File: config.mk
export PLATFORM = sky130hd
export DESIGN_NAME = div_issue_ctrl_flat
export DESIGN_NICKNAME = d
export VERILOG_FILES = /design/src/rtl/div_issue_ctrl_if.sv /design/src/rtl/div_issue_ctrl.sv /design/src/flat_wrapper.sv
export SDC_FILE = /design/constraint.sdc
export NUM_CORES = 1
export LEC_CHECK = 0
export ABC_CLOCK_PERIOD_IN_PS = 3500
export CELL_PAD_IN_SITES_DETAIL_PLACEMENT = 1
export CELL_PAD_IN_SITES_GLOBAL_PLACEMENT = 1
export CORE_ASPECT_RATIO = 1.4
export CORE_MARGIN = 2
export CORE_UTILIZATION = 31
export DETAILED_ROUTE_END_ITERATION = 7
export PLACE_DENSITY_LB_ADDON = 0.12
export SLEW_MARGIN = 20
export SYNTH_ARGS = -nofsm -noshare
export SYNTH_HDL_FRONTEND = slang
export SYNTH_SLANG_ARGS = --single-unit
File: constraint.sdc
create_clock -name clock -period 3.5 [get_ports clock]
set_input_delay 0.875 -clock clock [delete_from_list [all_inputs] [get_ports clock]]
set_output_delay 0.875 -clock clock [all_outputs]
set_load 0.01 [all_outputs]
File: src/rtl/div_issue_ctrl_if.sv
// Pipeline-side handshake for the divide issue controller.
// master = pipeline (issues operands), slave = div_issue_ctrl.
interface div_issue_ctrl_if;
  logic        ctrl_DIV;
  logic [31:0] data_operandA;
  logic [31:0] data_operandB;
  logic [31:0] data_result;
  logic        data_exception;
  logic        data_resultRDY;
  logic        busy;

  modport master (
    output ctrl_DIV, data_operandA, data_operandB,
    input  data_result, data_exception, data_resultRDY, busy
  );

  modport slave (
    input  ctrl_DIV, data_operandA, data_operandB,
    output data_result, data_exception, data_resultRDY, busy
  );
endinterface

File: src/rtl/div_issue_ctrl.sv
// Sign-handling and sequencing front end for a 32-cycle unsigned restoring divider:
// latches magnitudes, runs the divider, sign-corrects the quotient and stalls the pipe.
module div_issue_ctrl #(
  parameter bit          SIGNED  = 1'b1,
  parameter int unsigned TIMEOUT = 40
) (
  input  logic                   clock,
  input  logic                   reset,
  div_issue_ctrl_if.slave        pipe,
  output logic                   div_reset,
  output logic [31:0]            div_operandA,
  output logic [31:0]            div_operandB,
  input  logic [31:0]            div_result,
  input  logic                   div_resultRDY
);

  localparam int unsigned CW = $clog2(TIMEOUT + 1);

  typedef enum logic [1:0] {IDLE, RUN, DONE} state_t;

  state_t        state, state_next;
  logic [CW-1:0] cnt;
  logic          accept;
  logic          sign_a, sign_b;
  logic          b_zero, b_min, bypass;
  logic          neg;
  logic          timeout;

  assign accept  = pipe.ctrl_DIV && (state != RUN);
  assign sign_a  = SIGNED && pipe.data_operandA[31];
  assign sign_b  = SIGNED && pipe.data_operandB[31];
  assign b_zero  = (pipe.data_operandB == '0);
  // Signed -2^31 divisor has no positive magnitude; quotient is 1 or 0 directly.
  assign b_min   = SIGNED && (pipe.data_operandB == 32'h8000_0000);
  assign bypass  = b_zero || b_min;
  assign timeout = (cnt == CW'(TIMEOUT));

  always_ff @(posedge clock or posedge reset) begin
    if (reset) state <= IDLE;
    else       state <= state_next;
  end

  always_comb begin
    state_next = state;
    unique case (state)
      IDLE: if (pipe.ctrl_DIV) state_next = bypass ? DONE : RUN;
      RUN:  if (div_resultRDY || timeout) state_next = DONE;
      DONE: begin
        if (pipe.ctrl_DIV) state_next = bypass ? DONE : RUN;
        else               state_next = IDLE;
      end
      default: state_next = IDLE;
    endcase
  end

  always_comb begin
    pipe.busy           = (state == RUN);
    pipe.data_resultRDY = (state == DONE);
  end

  // div_reset is registered from next-state so it is low exactly in RUN cycles.
  always_ff @(posedge clock or posedge reset) begin
    if (reset) begin
      div_reset           <= 1'b1;
      cnt                 <= '0;
      div_operandA        <= '0;
      div_operandB        <= '0;
      neg                 <= 1'b0;
      pipe.data_result    <= '0;
      pipe.data_exception <= 1'b0;
    end else begin
      div_reset <= (state_next != RUN);

      if (state_next == RUN) cnt <= (state == RUN) ? cnt + CW'(1) : CW'(1);
      else                   cnt <= '0;

      if (accept) begin
        div_operandA <= sign_a ? -pipe.data_operandA : pipe.data_operandA;
        div_operandB <= sign_b ? -pipe.data_operandB : pipe.data_operandB;
        neg          <= sign_a ^ sign_b;
        if (b_zero) begin
          pipe.data_result    <= '0;
          pipe.data_exception <= 1'b1;
        end else if (b_min) begin
          pipe.data_result    <= (pipe.data_operandA == 32'h8000_0000) ? 32'd1 : 32'd0;
          pipe.data_exception <= 1'b0;
        end
      end

      if (state == RUN) begin
        if (div_resultRDY) begin
          pipe.data_result    <= neg ? -div_result : div_result;
          pipe.data_exception <= 1'b0;
        end else if (timeout) begin
          pipe.data_result    <= '0;
          pipe.data_exception <= 1'b1;
        end
      end
    end
  end

endmodule

File: src/flat_wrapper.sv
// flat-port wrapper written by rule: the top's interface ports become plain ports
module div_issue_ctrl_flat 
#(
  parameter bit          SIGNED  = 1'b1,
  parameter int unsigned TIMEOUT = 40
)
  (clock, reset, div_reset, div_operandA, div_operandB, div_result, div_resultRDY, pipe_ctrl_DIV, pipe_data_operandA, pipe_data_operandB, pipe_data_result, pipe_data_exception, pipe_data_resultRDY, pipe_busy);
  div_issue_ctrl_if pipe_i ();
  input  logic clock;
  input  logic reset;
  output logic div_reset;
  output logic [31:0] div_operandA;
  output logic [31:0] div_operandB;
  input  logic [31:0] div_result;
  input  logic div_resultRDY;
  input wire logic [$bits(pipe_i.ctrl_DIV)-1:0] pipe_ctrl_DIV;
  input wire logic [$bits(pipe_i.data_operandA)-1:0] pipe_data_operandA;
  input wire logic [$bits(pipe_i.data_operandB)-1:0] pipe_data_operandB;
  output wire logic [$bits(pipe_i.data_result)-1:0] pipe_data_result;
  output wire logic [$bits(pipe_i.data_exception)-1:0] pipe_data_exception;
  output wire logic [$bits(pipe_i.data_resultRDY)-1:0] pipe_data_resultRDY;
  output wire logic [$bits(pipe_i.busy)-1:0] pipe_busy;
  assign pipe_i.ctrl_DIV = pipe_ctrl_DIV;
  assign pipe_i.data_operandA = pipe_data_operandA;
  assign pipe_i.data_operandB = pipe_data_operandB;
  assign pipe_data_result = pipe_i.data_result;
  assign pipe_data_exception = pipe_i.data_exception;
  assign pipe_data_resultRDY = pipe_i.data_resultRDY;
  assign pipe_busy = pipe_i.busy;
  div_issue_ctrl #(.SIGNED(SIGNED), .TIMEOUT(TIMEOUT)) u_core (.clock(clock), .reset(reset), .pipe(pipe_i), .div_reset(div_reset), .div_operandA(div_operandA), .div_operandB(div_operandB), .div_result(div_result), .div_resultRDY(div_resultRDY));
endmodule
==> results.sh <==
export IMPL_grt_pass1_wl_mm=31.3
export IMPL_dominantRegCellSynth="dfrtp_1"
export IMPL_drive_above_1_share_pct=6.78
export IMPL_drv_cap=0
export IMPL_power_density_nw_per_um2=549
export IMPL_post_cts_buffers=0
export IMPL_slowest_stage="nor4_1"
export IMPL_fin_nets=926
export IMPL_start_kind="primary input"
export IMPL_path_max_fanout=32
export IMPL_ys_async_sr_fraction_pct=100
export IMPL_clock_path_buffers=2
export IMPL_root_buffer="clkbuf_16"
export IMPL_vias_per_cell=5.13
export IMPL_postCtsHoldBufs=0
export IMPL_firstDrtPassIters=4
export IMPL_drt_iter0_drc=150
export IMPL_die_y_um=168
export IMPL_synth_seq_cells=107
export IMPL_clk_latency_ns=0.36
export IMPL_report_final_slew_viol_count=0
export IMPL_h_tree_depth=3
export IMPL_worstPathCellList="clkdlybuf4s50_1 > nor4_1 > nand3_1 > nor3_1 > a31oi_2 > buf_4 > a22o_1"
export IMPL_syn_area_per_cell_um2=9.53
export IMPL_track_usage_pct=19.3
export IMPL_critPathCaptureType="flip-flop"
export IMPL_holdWs_ns=0.482
export IMPL_cts_clk_slew_worst_paths_ns=0.07
export IMPL_yosys_warnings=0
export IMPL_cts_sinks=107
export IMPL_gp_congestion=0.857
export IMPL_vdd_drop_max_v=0.000233
export IMPL_ctsResizeCount=0
export IMPL_finalSetupTns_ns=0
export IMPL_antenna_found_initial=0
export IMPL_core_area_um2=19000
export IMPL_dieWidth_um=121
export IMPL_row_count=60
export IMPL_cp_slowest_stage_delay_ns=0.60
export IMPL_p_leak_nw=3.44
export IMPL_crit_arrival_ns=3.18
export IMPL_synth_area_um2=5950
export IMPL_synth_edf_count=0
export IMPL_post_drt_wl_per_cell_um=17.8
export IMPL_max_slew_margin_rel_pct=31.2
export IMPL_min_path_type="reg2reg"
export IMPL_final_cell_mix="199 x clkdlybuf4s50_1, 106 x dfrtp_1, 93 x nand2_1"
export IMPL_finalCritPeriodShare_pct=83.9
export IMPL_syn_inst=625
export IMPL_finClkSkew_ns=0.0124
export IMPL_final_common_cell="clkdlybuf4s50_1"
export IMPL_ant_nets=0
export IMPL_initial_utilization_pct=31.4
export IMPL_yosysSeqAreaShare_pct=45.0
export IMPL_port_buffers=199
export IMPL_dp_hpwl_mm=15.0
export IMPL_final_area_um2=8620
export IMPL_tightest_slew_ns=1.03
export IMPL_cts_buffers=9
export IMPL_grt_max_degree=55
export IMPL_period_needed_ns=2.94
export IMPL_remaining_drc_errors=0
export IMPL_die_area_um2=20300
export IMPL_path_class="in2reg"
export IMPL_fin_util_pct=45.4
export IMPL_grt_setup_unrepaired="false"
export IMPL_status="finished, final reports clean"
export IMPL_hold_viol=0
export IMPL_synth_nets=730
export IMPL_cts_tree="yes"
export IMPL_grt_ovfl_total=0
export IMPL_clock_fmax_mhz=340
export IMPL_worstPathRequired_ns=3.74
export IMPL_place_area_um2=8320
export IMPL_drt_total_wl_mm=19.2
export IMPL_areaGrowthSynthToFinish_pct=44.7
export IMPL_synth_cell_type_count=47
export IMPL_setup_violations_final=0
export IMPL_vias=5511
export IMPL_grt_pass1_vias=6131
export IMPL_ios=200
## path summary, 6_finish.rpt
path | end | from | depth (start not counted) | slack (ns)
setup reg to reg | u_core.pipe.data_result[27] | u_core.cnt[0] | 8 | 1.48
max in group asynchronous | u_core.div_reset | reset | 3 | 1.77
hold reg to reg | u_core.div_operandB[22] | u_core.div_operandB[22] | 2 | 0.48
setup / recovery | u_core.pipe.data_result[2] | pipe_data_operandB[23] | 7 | 0.56
min in group asynchronous | u_core.pipe.data_result[10] | reset | 2 | 1.00
hold / removal | u_core.div_operandB[22] | u_core.div_operandB[22] | 2 | 0.48
## power by group
| part | total [mW] | internal [mW] | switching [mW] |
|---|---|---|---|
| logic | 1.85 | 1.05 | 0.802 |
| registers | 1.84 | 1.60 | 0.243 |
| clock network | 1.04 | 0.560 | 0.482 |
| total | 4.73 | 3.21 | 1.53 |
## per-layer routing
metal / wire length, um / up-vias / track usage (%)
met2: 10100 / 141 / 35.1
met3: 1110 / 23 / 4.78
met4: 393 / 0 / 6.85
met5: 0 / - / 0
li1: - / 2635 / -
met1: 7600 / 2712 / 21.6
## synth_stat cells, types with 2 or more instances
cell type  number  area share, %
or2_2           4           0.42
inv_1          12           0.76
nand3_1        11           0.92
o41ai_2         3           0.82
or3_1           7           0.74
o2bb2ai_1       8            1.2
o31ai_1        29            3.7
dfrtp_1       106             45
xor2_1         65            9.6
nor4_1         12            1.3
nor2_1         16            1.0
nand3b_1        2           0.25
mux2i_1         3           0.50
ha_1            5            1.1
nand4_1         7           0.74
nor4_2          2           0.42
buf_1           8           0.50
clkbuf_1       26            1.6
nand2b_1        2           0.21
a22o_1         23            3.4
nor2b_1         7           0.74
o21ai_0        67            5.6
nand2_1        94            5.9
or4_4           3           0.57
a21o_1          3           0.38
o21ai_1        19            1.6
o41ai_1        19            2.8
xnor2_1        28            4.1
nor3_1          9           0.76
nand4b_1        3           0.44
a31oi_1         3           0.32
or4_1           4           0.50
## cell families after synthesis
logic type | share of synthesized area, %
AO/OA/AOI/OAI | 21.0
AND/OR/NAND/NOR | 15.6
multiplexers | 0.504
buffers and inverters | 3.24
flip-flops | 45.0
XOR/XNOR | 13.7
adder cells (fa/ha/maj) | 1.05
## layout make-up
cell class | instances | area [um^2]
fillers | 2198 | 10400
multi-input cells | 469 | 3100
inverters | 13 | 52.6
flip-flops and latches | 107 | 2680
repair buffers | 221 | 2180
well taps | 248 | 310
diodes | 1 | 2.50
clock buffers | 11 | 233
clock inverters | 5 | 62.6
## stage by stage
| step | total power [mW] | instances | setup WS, ns |
|---|---|---|---|
| global route | 5.05 | 1074 | 0.357 |
| floorplan | 2.62 | 625 | 0.851 |
| finish | 4.73 | 1075 | 0.563 |
| detailed placement | 3.75 | 1058 | 0.165 |
| global placement | 3.70 | 1058 | 0.280 |
| CTS | 4.82 | 1074 | 0.544 |
## flip-flops by register name, indices dropped and copies added (netlist names)
| register | cells |
|---|---|
| u_core.div_reset | 1 |
| u_core.div_operandA | 32 |
| u_core.cnt | 6 |
| u_core.neg | 1 |
| u_core.pipe.data_result | 32 |
| u_core.div_operandB | 32 |
| u_core.pipe.data_exception | 1 |
| u_core.state | 2 |
## critical path, delay by kind of cell
family / cells / cell delay [ns]
simple gates: 3 / 1.17
buf+inv: 2 / 0.72
compound gates: 2 / 0.40
Note: power is estimated with default switching activity, not from simulation.
